File: config.mk
export PLATFORM = sky130hd
export DESIGN_NAME = inst_loader_flat
export DESIGN_NICKNAME = d
export VERILOG_FILES = /design/src/rtl/inst_loader_if.sv /design/src/rtl/inst_loader.sv /design/src/flat_wrapper.sv
export SDC_FILE = /design/constraint.sdc
export NUM_CORES = 1
export LEC_CHECK = 0
export BUFFER_PORTS_ARGS = -buffer_cell sky130_fd_sc_hd__buf_2
export CORE_MARGIN = 2
export CORE_UTILIZATION = 35
export CTS_CLUSTER_SIZE = 16
export DETAILED_ROUTE_END_ITERATION = 8
export PLACE_DENSITY = 0.65
export SLEW_MARGIN = 5
export SYNTH_ARGS = -nofsm -noshare
export SYNTH_HDL_FRONTEND = slang
export SYNTH_SLANG_ARGS = --single-unit
export TNS_END_PERCENT = 5
File: constraint.sdc
create_clock -name clk -period 1.9 [get_ports clk]
set_input_delay 0 -clock clk [delete_from_list [all_inputs] [get_ports clk]]
set_output_delay 0 -clock clk [all_outputs]
set_load 0.005 [all_outputs]
File: src/rtl/inst_loader_if.sv
// Write/readback port between the instruction loader and the 64x32 instruction store.
// master = loader (drives write side), slave = memory (returns synchronous read data).
interface inst_loader_if;
    logic        mem_we;
    logic [5:0]  mem_addr;
    logic [31:0] mem_din;
    logic [31:0] mem_dout;

    modport master (output mem_we, output mem_addr, output mem_din, input mem_dout);
    modport slave  (input mem_we, input mem_addr, input mem_din, output mem_dout);
endinterface

File: src/rtl/inst_loader.sv
// Debounced button loads Sw bytes little-endian into 32-bit words written at auto-incrementing addresses.
// Latency: press 9 clk after stable Btn rise; write 1 clk after 4th byte (INST_LOADER_READBACK_EN adds READ/CHECK).
// No backpressure: presses outside COLLECT or after full are dropped.
module inst_loader (
    input  logic              clk,
    input  logic              Rst,
    input  logic              Btn,
    input  logic [7:0]        Sw,
    inst_loader_if.master     mem,
    output logic [7:0]        LED,
    output logic              full,
    output logic              err
);

`ifdef INST_LOADER_READBACK_EN
    typedef enum logic [1:0] {COLLECT, WRITE, READ, CHECK} state_t;
`else
    typedef enum logic {COLLECT, WRITE} state_t;
`endif

    state_t      state;
    logic [7:0]  btn_sr;
    logic        btn_lvl;
    logic        press;
    logic [1:0]  byte_idx;
    logic [23:0] word_lo;   // lanes 0..2; lane 3 comes straight from Sw at the final capture

    assign press = (btn_sr == 8'hFF) && !btn_lvl;
    assign LED   = {byte_idx, mem.mem_addr};

`ifndef INST_LOADER_READBACK_EN
    logic unused_dout;
    assign unused_dout = ^mem.mem_dout;
    assign err = 1'b0;
`endif

    always_ff @(posedge clk) begin
        if (Rst) begin
            state        <= COLLECT;
            btn_sr       <= 8'h00;
            btn_lvl      <= 1'b0;
            byte_idx     <= 2'd0;
            word_lo      <= 24'h0;
            mem.mem_we   <= 1'b0;
            mem.mem_addr <= 6'd0;
            mem.mem_din  <= 32'h0;
            full         <= 1'b0;
`ifdef INST_LOADER_READBACK_EN
            err          <= 1'b0;
`endif
        end else begin
            btn_sr <= {btn_sr[6:0], Btn};
            if (press)
                btn_lvl <= 1'b1;
            else if (btn_sr == 8'h00)
                btn_lvl <= 1'b0;

            case (state)
                COLLECT: begin
                    if (press && !full) begin
                        byte_idx <= byte_idx + 2'd1;
                        case (byte_idx)
                            2'd0: word_lo[7:0]   <= Sw;
                            2'd1: word_lo[15:8]  <= Sw;
                            2'd2: word_lo[23:16] <= Sw;
                            2'd3: begin
                                mem.mem_din <= {Sw, word_lo};
                                mem.mem_we  <= 1'b1;
                                state       <= WRITE;
                            end
                        endcase
                    end
                end
`ifdef INST_LOADER_READBACK_EN
                WRITE: begin
                    mem.mem_we <= 1'b0;
                    state      <= READ;
                end
                READ: state <= CHECK;
                CHECK: begin
                    if (mem.mem_dout != mem.mem_din)
                        err <= 1'b1;
                    if (mem.mem_addr == 6'd63)
                        full <= 1'b1;
                    mem.mem_addr <= mem.mem_addr + 6'd1;
                    state        <= COLLECT;
                end
`else
                WRITE: begin
                    mem.mem_we <= 1'b0;
                    if (mem.mem_addr == 6'd63)
                        full <= 1'b1;
                    mem.mem_addr <= mem.mem_addr + 6'd1;
                    state        <= COLLECT;
                end
`endif
                default: state <= COLLECT;
            endcase
        end
    end

endmodule

File: src/flat_wrapper.sv
// flat-port wrapper written by rule: the top's interface ports become plain ports
module inst_loader_flat 
  (clk, Rst, Btn, Sw, LED, full, err, mem_mem_we, mem_mem_addr, mem_mem_din, mem_mem_dout);
  inst_loader_if mem_i ();
  input  logic clk;
  input  logic Rst;
  input  logic Btn;
  input  logic [7:0] Sw;
  output logic [7:0] LED;
  output logic full;
  output logic err;
  output wire logic [$bits(mem_i.mem_we)-1:0] mem_mem_we;
  output wire logic [$bits(mem_i.mem_addr)-1:0] mem_mem_addr;
  output wire logic [$bits(mem_i.mem_din)-1:0] mem_mem_din;
  input wire logic [$bits(mem_i.mem_dout)-1:0] mem_mem_dout;
  assign mem_mem_we = mem_i.mem_we;
  assign mem_mem_addr = mem_i.mem_addr;
  assign mem_mem_din = mem_i.mem_din;
  assign mem_i.mem_dout = mem_mem_dout;
  inst_loader u_core (.clk(clk), .Rst(Rst), .Btn(Btn), .Sw(Sw), .mem(mem_i), .LED(LED), .full(full), .err(err));
endmodule
== Word-level counts from Yosys, hierarchy flattened ==
Cells that the tools add are included.
Storage, ports and cells
  flip-flop bits (word level): 76
  bits in latches: 0
  RAM bits: 0
  ROM bits: 0
  input bits: 43
  output and inout bits: 49
  logic and storage cells: 43
  memories kept: 0
Operators by class
  $add $sub $neg: 2
  multiply operators: 0
  divide/modulo/power cells: 0
  order comparisons: 0
  equal/unequal tests: 7
  shifts and indexed selects: 0
  multiplexer cells: 8
  bitwise operators: 1
  reductions and logical operators: 14
Operators with widths (number)
  $reduce_and A3 Y1: 4
  $eq A8 B8 Y1 const B: 1
  $logic_not A8 Y1: 1
  $add A6 B1 Y6 const B: 1
  $eq A6 B6 Y1 const B: 1
  $mux W1: 6
  $reduce_and A2 Y1: 3
  $eq A2 B2 Y1 const B: 2
  $pmux W1 S2: 2
  $add A2 B1 Y2 const B: 1
  $eq A2 B1 Y1 const B: 1
  $logic_and A1 B1 Y1: 2
  $logic_not A1 Y1: 2
  $logic_not A2 Y1: 1
  $ne A2 B1 Y1 const B: 1
  $ne A2 B2 Y1 const B: 1
  $reduce_bool A2 Y1: 1
  $not A1 Y1: 1

== Depth between registers and ports, before layout ==
Gate-level depths: netlist (run 1).
  depth after elaboration: 5
  mapped depth: 5
  mapped depth without buffers: 5

== Worst setup path after synthesis (run 1) ==
No wires, ideal clock.
  path type: reg2reg
  start point: reg u_core.byte_idx[0]
  end point: reg u_core.word_lo[16]
  library setup time: 0.072 ns
  arrival: 1.600 ns
  data required time: 1.828 ns
  slack: 0.229 ns
  stages on the path, launching flop included: 6
  buffers on the path: 0
  period minus slack after synthesis: 1.671 ns
  path through: dfxtp_1 -> inv_1 -> ha_1 -> or4b_1 -> nor3_4 -> mux2i_1
Between the ends
  cells in the longest elaborated chain, start to end: 2
RTL lines
  from (decl): line inst_loader.sv:25  | logic [1:0] byte_idx;
  from (signal assigned): line inst_loader.sv:61  | byte_idx <= byte_idx + 2'd1;
  $eq A2 B2 Y1: line inst_loader.sv:62  | case (byte_idx)
  $reduce_and A3 Y1 (no source line)
  to (signal assigned): line inst_loader.sv:65  | 2'd2: word_lo[23:16] <= Sw;
  to (decl): line inst_loader.sv:26  | logic [23:0] word_lo;
No other way between the ends.
A chain may end at the register's enable or synchronous reset.

== Worst setup path after layout (run 1) ==
  start point: reg u_core.byte_idx[0]
  end point: reg u_core.word_lo[19]
The elaborated chain is that of the path after synthesis.

==> results.sh, run 1 <==
export IMPL_total_power_uw=2688
export IMPL_cts_max_path_buffers=2
export IMPL_gr_usage_met1_pct=16.73
export IMPL_hpwlAfterDp_um=4302
export IMPL_min_path_cells=3
export IMPL_syn_area_um2=3070
export IMPL_drive_gt1_share_pct=26.22
export IMPL_syn_inst=280
export IMPL_nets=391
export IMPL_grt_max_degree=34
export IMPL_syn_num_nets=328
export IMPL_reg2reg_depth=6
export IMPL_viasPerCell=4.569
export IMPL_leakage_uw=0.001710
export IMPL_yosysMostFrequentCell="dfxtp_1"
export IMPL_dieWidth_um=97.66
export IMPL_r2r_end="u_core.word_lo[19]$_SDFFE_PP0P_"
export IMPL_fmax_ghz=0.5803
export IMPL_drc=0
export IMPL_r2r_slack_ps=180
export IMPL_synthTopCellsByArea="dfxtp_1 50%, mux2i_1 19%, nand2b_1 14%"
export IMPL_clockRootBuffer="clkbuf_8"
export IMPL_via_count=2079
export IMPL_synth_flop_cell="dfxtp_1"
export IMPL_cts_made_buffers=9
export IMPL_synth_top_area_share_pct=49.55
export IMPL_h_tree_depth=3
export IMPL_whs_ps=36.93
export IMPL_start_util_pct=35.73
export IMPL_netlist_top_cells_count="76 x dfxtp_1, 67 x nand2b_1, 58 x mux2i_1, 9 x clkbuf_1"
export IMPL_r2r_start="u_core.byte_idx[0]$_SDFFE_PP0P_"
export IMPL_globalRouteMet3Util_pct=5.036
export IMPL_final_hold_viol_count=0
export IMPL_async_flop_share_pct=0
export IMPL_fin_tns_setup_ps=0
export IMPL_grt_pass1_wl_um=9998
export IMPL_synth_edf_count=0
export IMPL_rsz0062_at_grt="false"
export IMPL_synth_seq_cells=76
export IMPL_routedWlPerCell_um=13.26
export IMPL_grt_use_total_pct=13.09
export IMPL_grt_overflow=0
export IMPL_ys_warn_count=0
export IMPL_cp_max_fo=8
export IMPL_num_rows=34
export IMPL_design_core_area_um2=8593
export IMPL_ios=92
export IMPL_syn_to_final_growth_pct=19.15
export IMPL_finalWeightedCongestion=0.7723
export IMPL_grt_pass1_vias=1993
export IMPL_path_clk_slew_ps=70
export IMPL_fin_skew_ps=6.807
export IMPL_powerDensity_nw_per_um2=734.8
export IMPL_finalCriticalPeriod_ps=1723
export IMPL_multi_input_area_um2=1434
export IMPL_status="finished clean"
export IMPL_dieHeight_um=97.66
export IMPL_seq_area_um2=1521
export IMPL_diodes=0
export IMPL_dieArea_um2=9537
export IMPL_yosysTopAreaCell="dfxtp_1"
export IMPL_cp_start_kind="register"
export IMPL_end_kind="register"
export IMPL_finalCritPeriodShare_pct=90.70
export IMPL_final_util_pct=42.57
export IMPL_hold_start="Sw[1]"
export IMPL_wirelength_um=6035
export IMPL_met2_usage_pct=21.06
export IMPL_port_buffers=58
export IMPL_antenna_found_initial=0
export IMPL_finalSetupViolCount=0
export IMPL_ant_nets=0
export IMPL_cts_tree="done"
export IMPL_grt_busiest_layer="met2"
export IMPL_hold_path_class="in -> reg"
export IMPL_worst_skew_pair_late_latency_ps=340
export IMPL_slew_viol_final=0
export IMPL_syn_avg_cell_area_um2=10.97
export IMPL_drt_initial_drc_count=50
export IMPL_nFillCells=875
export IMPL_holdPathEnd="u_core.mem.mem_din[25]$_SDFFE_PP0P_"
export IMPL_irDropWorstVdd_mv=0.3671
export IMPL_worstSetupPathType="reg -> reg"
export IMPL_cp_required_ps=2170
export IMPL_cts_num_sinks=76
export IMPL_yosysUniqueCellTypes=31
export IMPL_crit_arrival_ps=1990
export IMPL_yosysSeqAreaShare_pct=49.55
export IMPL_drtPass1Iterations=4
export IMPL_drv_cap=0
## flip-flops by register name, summed over array words and instances, names as in the netlist
| signal | flops |
|---|---|
| u_core.mem.mem_din | 32 |
| u_core.word_lo | 24 |
| u_core.btn_sr | 8 |
| u_core.mem.mem_addr | 6 |
| u_core.byte_idx | 2 |
| u_core.btn_lvl | 1 |
| u_core.full | 1 |
| u_core.mem.mem_we | 1 |
| u_core.state | 1 |
## how the worst max path moves through the flow
stage | slack, ps | end | startpoint | depth (start not counted)
after floorplan | 230 | u_core.word_lo[16]$_SDFFE_PP0P_ | u_core.byte_idx[0]$_SDFFE_PP0P_ | 5
after global placement | 230 | u_core.word_lo[16]$_SDFFE_PP0P_ | u_core.byte_idx[0]$_SDFFE_PP0P_ | 6
after detailed placement | 170 | u_core.word_lo[23]$_SDFFE_PP0P_ | u_core.byte_idx[0]$_SDFFE_PP0P_ | 6
after CTS | 160 | u_core.word_lo[23]$_SDFFE_PP0P_ | u_core.byte_idx[0]$_SDFFE_PP0P_ | 6
after global routing | 50 | u_core.word_lo[18]$_SDFFE_PP0P_ | u_core.byte_idx[0]$_SDFFE_PP0P_ | 6
final | 180 | u_core.word_lo[19]$_SDFFE_PP0P_ | u_core.byte_idx[0]$_SDFFE_PP0P_ | 6
## placed cells by master, fill, tap and decap left out, types with 3 or more instances in the layout
master	instances
dfxtp_1	76
nand2b_1	67
mux2i_1	58
buf_2	58
buf_4	12
clkbuf_8	9
nor2_1	8
nor2b_1	8
ha_1	5
nand4_1	4
nor3_4	3
a21oi_1	3
xor2_1	3
nand2_1	3
clkbuf_1	3
clkinv_2	3
## critical path, stage by stage, from the launching register on
cell and delay [ps]:
dfxtp_1 350, inv_1 110, ha_1 150, or4b_1 490, nor3_4 130, buf_4 220
mux2i_1 200
## cells by family after synthesis
family	Yosys count	synth area share, %
AO/OA/AOI/OAI	6	1.263
XOR/XNOR	4	1.141
adder cells (fa/ha/maj)	5	2.037
buffers and inverters	22	3.912
flip-flops	76	49.55
multiplexers	59	19.27
other	1	0.1221
AND/OR/NAND/NOR	107	22.70
## final cells by class
cell class	count	share of cell area, %
tap	108	3.694
clock inverter	3	0.4104
timing repair buffer	72	11.22
multi-input combinational	182	39.19
sequential	76	41.59
inverter	2	0.2052
clock buffer	12	3.694
## where the power goes
group	switching [uW]	leakage [uW]	total [uW]	internal [uW]
sequential	2.88	0.000612	1600	1600
clock	542	0.0000800	1000	462
combinational	43.3	0.00102	86.0	42.7
total	589	0.00171	2690	2100
## routing by layer
metal  wire (um)  vias up
met1        2804      970
met4          60        0
li1            -     1057
met5           0        -
met2        2843       44
met3         327        8
## what timing repair did
action,4_1_cts,5_1_grt
hold endpoints to repair,1,0
setup buffers,0,0
hold buffers,1,0
gates resized for setup,0,0
## stage by stage
stage / instances / setup slack, ps / instance area, um^2
6_report: 455 / 176.6 / 3659
4_1_cts: 455 / 163.7 / 3659
5_1_grt: 455 / 51.38 / 3659
3_5_place_dp: 439 / 173.2 / 3498
3_3_place_gp: 439 / 230.0 / 3498
2_1_floorplan: 280 / 228.6 / 3070
(Power assumes the default switching activity.)
==> inputs of run 2 (changes only) <==
--- a/config.mk
+++ b/config.mk
@@ -5,12 +5,12 @@
 export SDC_FILE = /design/constraint.sdc
 export NUM_CORES = 1
 export LEC_CHECK = 0
-export BUFFER_PORTS_ARGS = -buffer_cell sky130_fd_sc_hd__buf_2
 export CORE_MARGIN = 2
 export CORE_UTILIZATION = 35
 export CTS_CLUSTER_SIZE = 16
 export DETAILED_ROUTE_END_ITERATION = 8
-export PLACE_DENSITY = 0.65
+export DONT_BUFFER_PORTS = 1
+export PLACE_DENSITY = 0.56
 export SLEW_MARGIN = 5
 export SYNTH_ARGS = -nofsm -noshare
 export SYNTH_HDL_FRONTEND = slang
==> run 2 against run 1 <==
  * Power rose by 13%
  * The flow now finishes with violations (hold timing)
  * Utilization fell by 1.6 points
  * Register-to-register slack improved by 30 ps
  * Highest routed layer unchanged
  * Combinational power fell by 2%
  * Sequential power barely moved
  * Final area fell by 3.8%
  * Hold slack got worse by 38 ps
==> results.sh, run 2 (synthesized netlist as in run 1, its figures left out) <==
export IMPL_status="finished with violations"
export IMPL_violations="hold timing"
export IMPL_dieArea_um2=9537
export IMPL_powerDensity_nw_per_um2=866.5
export IMPL_grt_max_degree=81
export IMPL_finalSetupViolCount=0
export IMPL_drt_initial_drc_count=65
export IMPL_grt_use_total_pct=13.62
export IMPL_worst_skew_pair_late_latency_ps=350
export IMPL_num_rows=34
export IMPL_worstSetupPathType="reg -> reg"
export IMPL_grt_pass1_vias=1934
export IMPL_dieWidth_um=97.66
export IMPL_multi_input_area_um2=1434
export IMPL_hold_path_class="in -> reg"
export IMPL_final_cell_mix="76 x dfxtp_1, 67 x nand2b_1, 58 x mux2i_1, 10 x clkbuf_8"
export IMPL_ant_nets=0
export IMPL_final_common_cell="dfxtp_1"
export IMPL_crit_arrival_ps=1970
export IMPL_rsz0062_at_grt="false"
export IMPL_r2r_slack_ps=210
export IMPL_routedWlPerCell_um=15.28
export IMPL_grt_overflow=0
export IMPL_irDropWorstVdd_mv=0.3318
export IMPL_fin_skew_ps=9.896
export IMPL_cts_setup_buffers=0
export IMPL_drv_cap=0
export IMPL_seq_area_um2=1521
export IMPL_wirelength_um=6096
export IMPL_path_clk_slew_ps=80
export IMPL_largest_reg_flops=32
export IMPL_cp_max_fo=8
export IMPL_cp_required_ps=2180
export IMPL_finalCriticalPeriod_ps=1693
export IMPL_r2r_start="u_core.byte_idx[0]$_SDFFE_PP0P_"
export IMPL_hold_start="Sw[3]"
export IMPL_diodes=0
export IMPL_dieHeight_um=97.66
export IMPL_grt_pass1_wl_um=10030
export IMPL_syn_to_final_growth_pct=14.59
export IMPL_end_kind="register"
export IMPL_cts_made_buffers=9
export IMPL_hpwlAfterDp_um=3839
export IMPL_gr_usage_met1_pct=17.34
export IMPL_cts_tree="done"
export IMPL_via_count=1903
export IMPL_drtPass1Iterations=4
export IMPL_fmax_ghz=0.5906
export IMPL_port_buffers=0
export IMPL_cts_hold_buf=9
export IMPL_slew_viol_final=0
export IMPL_finalCritPeriodShare_pct=89.12
export IMPL_fin_tns_setup_ps=0
export IMPL_reg_largest_list="u_core.mem.mem_din x32, u_core.word_lo x24, u_core.btn_sr x8"
export IMPL_cts_max_path_buffers=2
export IMPL_holdPathEnd="u_core.mem.mem_din[27]$_SDFFE_PP0P_"
export IMPL_cts_resized=0
export IMPL_r2r_end="u_core.word_lo[21]$_SDFFE_PP0P_"
export IMPL_start_util_pct=35.73
export IMPL_clockRootBuffer="clkbuf_8"
export IMPL_ios=92
export IMPL_nets=335
export IMPL_drc=0
export IMPL_grt_busiest_layer="met2"
export IMPL_worst_slack_ps=206.8
export IMPL_globalRouteMet3Util_pct=4.820
export IMPL_leakage_uw=0.001452
export IMPL_cp_start_kind="register"
export IMPL_finalWeightedCongestion=0.7218
export IMPL_final_hold_viol_count=1
export IMPL_antenna_found_initial=0
export IMPL_whs_ps=-1.027
export IMPL_design_core_area_um2=8593
export IMPL_viasPerCell=4.769
export IMPL_dp_slack_ps=181.9
export IMPL_reg2reg_depth=6
export IMPL_met2_usage_pct=20.53
export IMPL_top_register="u_core.mem.mem_din"
export IMPL_cts_num_sinks=76
export IMPL_total_power_uw=3049
export IMPL_min_path_cells=2
export IMPL_nFillCells=835
export IMPL_drive_gt1_share_pct=10.65
export IMPL_h_tree_depth=3
-- run 2: cell types whose count changed in the layout (fill, tap and decap cells not counted), moves of 2 or more --
cell           previous run  this run
buf_12                    1         3
buf_2                    58         0
clkinv_2                  3         0
clkbuf_1                  3         0
dlygate4sd3_1             1         8
bufinv_16                 0         2
buf_4                    12         4
-- run 2: layer usage --
metal	part of all wire [%]	vias up
met5	0	-
met1	47	906
met3	5.8	9
li1	-	945
met2	46	43
met4	1.9	0
-- run 2: layout make-up --
| type | instances | area share, % |
|---|---|---|
| Sequential cell | 76 | 43.24 |
| Multi-Input combinational cell | 182 | 40.75 |
| Timing Repair Buffer | 16 | 5.619 |
| Clock buffer | 10 | 3.912 |
| Tap cell | 108 | 3.841 |
| Clock inverter | 5 | 2.418 |
| Inverter | 2 | 0.2134 |
-- run 2: worst max path at each step --
stage	start	endpoint	slack (ps)	cells past startpoint
2_1_floorplan	u_core.byte_idx[0]$_SDFFE_PP0P_	u_core.word_lo[16]$_SDFFE_PP0P_	230	5
3_3_place_gp	u_core.byte_idx[0]$_SDFFE_PP0P_	u_core.word_lo[22]$_SDFFE_PP0P_	220	6
3_5_place_dp	u_core.byte_idx[0]$_SDFFE_PP0P_	u_core.word_lo[0]$_SDFFE_PP0P_	180	6
4_1_cts	u_core.byte_idx[0]$_SDFFE_PP0P_	u_core.word_lo[0]$_SDFFE_PP0P_	180	6
5_1_grt	u_core.byte_idx[0]$_SDFFE_PP0P_	u_core.word_lo[15]$_SDFFE_PP0P_	100	5
6_report	u_core.byte_idx[0]$_SDFFE_PP0P_	u_core.word_lo[21]$_SDFFE_PP0P_	210	6
-- run 2: critical path: stages, from the launching register on --
cell,delay [ps]
dfxtp_1,360
inv_1,120
ha_1,140
or4b_1,480
nor3_4,170
buf_12,160
mux2i_1,180
-- run 2: power breakdown --
group | switching [uW] | total [uW] | internal (uW)
sequential | 3.16 | 1600 | 1590
combinational | 42.6 | 84.7 | 42.1
clock | 591 | 1370 | 775
-- run 2: through the flow --
step / cell area, um^2 / utilization [%] / cells
floorplan: 3070 / - / 280
CTS: 3518 / 40.94 / 399
detailed placement: 3188 / 37.10 / 375
global placement: 3188 / 37.10 / 375
finish: 3518 / 40.94 / 399
global route: 3518 / 40.94 / 399
==> inputs of run 3 (changes only) <==
--- a/config.mk
+++ b/config.mk
@@ -5,12 +5,15 @@
 export SDC_FILE = /design/constraint.sdc
 export NUM_CORES = 1
 export LEC_CHECK = 0
+export CAP_MARGIN = 20
+export CELL_PAD_IN_SITES_DETAIL_PLACEMENT = 1
+export CELL_PAD_IN_SITES_GLOBAL_PLACEMENT = 2
 export CORE_MARGIN = 2
 export CORE_UTILIZATION = 35
 export CTS_CLUSTER_SIZE = 16
 export DETAILED_ROUTE_END_ITERATION = 8
 export DONT_BUFFER_PORTS = 1
-export PLACE_DENSITY = 0.56
+export PLACE_DENSITY = 0.79
 export SLEW_MARGIN = 5
 export SYNTH_ARGS = -nofsm -noshare
 export SYNTH_HDL_FRONTEND = slang
==> constraint.sdc (replaced) <==
create_clock -name clk -period 1.8 [get_ports clk]
set_input_delay 0 -clock clk [delete_from_list [all_inputs] [get_ports clk]]
set_output_delay 0 -clock clk [all_outputs]
set_load 0.005 [all_outputs]
==> run 3 against run 2 <==
  * The flow now finishes without violations
  * Routed wire length up 6.9%
  * Clock power up 9%
  * Clock-buffer cell count down 1
  * Register-to-register slack worse by 80 ps
  * Die area unchanged
  * Clock skew up 5.3 ps
==> results.sh, run 3 (synthesized netlist as in run 1, its figures left out) <==
export IMPL_final_common_cell="dfxtp_1"
export IMPL_reg_largest_list="u_core.mem.mem_din x32, u_core.word_lo x24, u_core.btn_sr x8"
export IMPL_final_cell_mix="74 x dfxtp_1, 67 x nand2b_1, 58 x mux2i_1, 9 x clkbuf_8"
export IMPL_finalCriticalPeriod_ps=1674
export IMPL_worst_skew_pair_late_latency_ps=350
export IMPL_drive_gt1_share_pct=12.63
export IMPL_diodes=0
export IMPL_dieWidth_um=97.66
export IMPL_nFillCells=951
export IMPL_port_buffers=0
export IMPL_rsz0062_at_grt="false"
export IMPL_drc=0
export IMPL_grt_pass1_wl_um=10520
export IMPL_grt_pass1_vias=2031
export IMPL_hold_path_class="in -> reg"
export IMPL_slew_viol_final=0
export IMPL_drtPass1Iterations=4
export IMPL_cts_tree="done"
export IMPL_fin_tns_setup_ps=0
export IMPL_wirelength_um=6517
export IMPL_dieHeight_um=97.66
export IMPL_num_rows=34
export IMPL_cts_setup_buffers=0
export IMPL_syn_to_final_growth_pct=15.81
export IMPL_finalWeightedCongestion=0.7198
export IMPL_largest_reg_flops=32
export IMPL_fin_skew_ps=15.25
export IMPL_final_area_um2=3556
export IMPL_powerDensity_nw_per_um2=918.3
export IMPL_end_kind="register"
export IMPL_worst_slack_ps=126.5
export IMPL_drv_cap=0
export IMPL_cts_num_sinks=76
export IMPL_crit_arrival_ps=1950
export IMPL_routedWlPerCell_um=16.25
export IMPL_final_hold_viol_count=0
export IMPL_viasPerCell=4.865
export IMPL_status="finished clean"
export IMPL_cp_required_ps=2070
export IMPL_cts_max_path_buffers=2
export IMPL_ios=92
export IMPL_placed_area_um2=3208
export IMPL_ant_nets=0
export IMPL_grt_use_total_pct=14.16
export IMPL_antenna_found_initial=0
export IMPL_fmax_ghz=0.5975
export IMPL_grt_overflow=0
export IMPL_h_tree_depth=3
export IMPL_leakage_uw=0.001467
export IMPL_worstSetupPathType="reg -> reg"
export IMPL_dp_slack_ps=77.97
export IMPL_cts_made_buffers=9
export IMPL_finalCritPeriodShare_pct=92.97
export IMPL_cp_max_fo=8
export IMPL_design_core_area_um2=8593
export IMPL_finalSetupViolCount=0
export IMPL_grt_max_degree=83
export IMPL_hpwlAfterDp_um=4095
export IMPL_via_count=1951
export IMPL_dieArea_um2=9537
export IMPL_cp_start_kind="register"
export IMPL_irDropWorstVdd_mv=0.5166
export IMPL_drt_initial_drc_count=37
export IMPL_clockRootBuffer="clkbuf_8"
export IMPL_top_register="u_core.mem.mem_din"
export IMPL_start_util_pct=35.73
export IMPL_path_clk_slew_ps=90
export IMPL_nets=336
run 3: layer usage:
layer / wire [um] / part of all wire, % / GRT usage, % / up-vias
li1: - / - / - / 958
met1: 3068 / 47 / 17.84 / 943
met2: 3007 / 46 / 21.80 / 41
met3: 343 / 5.3 / 5.036 / 9
met4: 97 / 1.5 / 6.303 / 0
met5: 0 / 0 / 0 / -
run 3: cell type report:
class | instances | area, um^2 | area share (%)
inverters | 2 | 10.01 | 0.2815
flip-flops and latches | 76 | 1526 | 42.93
repair buffers | 17 | 217.7 | 6.122
multi-input cells | 182 | 1438 | 40.43
well taps | 108 | 135.1 | 3.800
clock buffers | 9 | 123.9 | 3.483
clock inverters | 7 | 105.1 | 2.956
run 3: worst paths after layout:
check                                  start  slack [ps]                                   to  cells past startpoint
min                                      Rst           8       u_core.word_lo[0]$_SDFFE_PP0P_                      2
max          u_core.byte_idx[0]$_SDFFE_PP0P_         130      u_core.word_lo[16]$_SDFFE_PP0P_                      6
min reg2reg  u_core.word_lo[21]$_SDFFE_PP0P_         490  u_core.mem.mem_din[21]$_SDFFE_PP0P_                      2
max reg2reg  u_core.byte_idx[0]$_SDFFE_PP0P_         130      u_core.word_lo[16]$_SDFFE_PP0P_                      6
run 3: per-stage QoR:
stage | instances | power [uW] | util, % | hold WS (ps)
floorplan | 280 | 1780 | - | 128.2
global placement | 376 | 1775 | 37.33 | 77.64
detailed placement | 376 | 1775 | 37.33 | 80.01
CTS | 401 | 3322 | 41.25 | 0.8106
global route | 401 | 3394 | 41.38 | 4.441
finish | 401 | 3265 | 41.38 | 7.739
run 3: critical path, stage by stage, from the launching register on:
cell and delay [ps]:
dfxtp_4 370, inv_4 60, ha_1 120, or4b_4 470, nor3_4 230, buf_12 160
mux2i_1 190
run 3: power breakdown:
part	total [uW]	switching (uW)	internal, uW
registers	1680	3.25	1680
clock network	1490	684	805
logic	91.2	45.4	45.8
run 3: repair_timing:
item | 4_1_cts | 5_1_grt
endpoints found under the setup margin | 0 | 4
hold buffers | 9 | 0
gates resized for setup | 0 | 6
endpoints found under the hold margin | 76 | 0
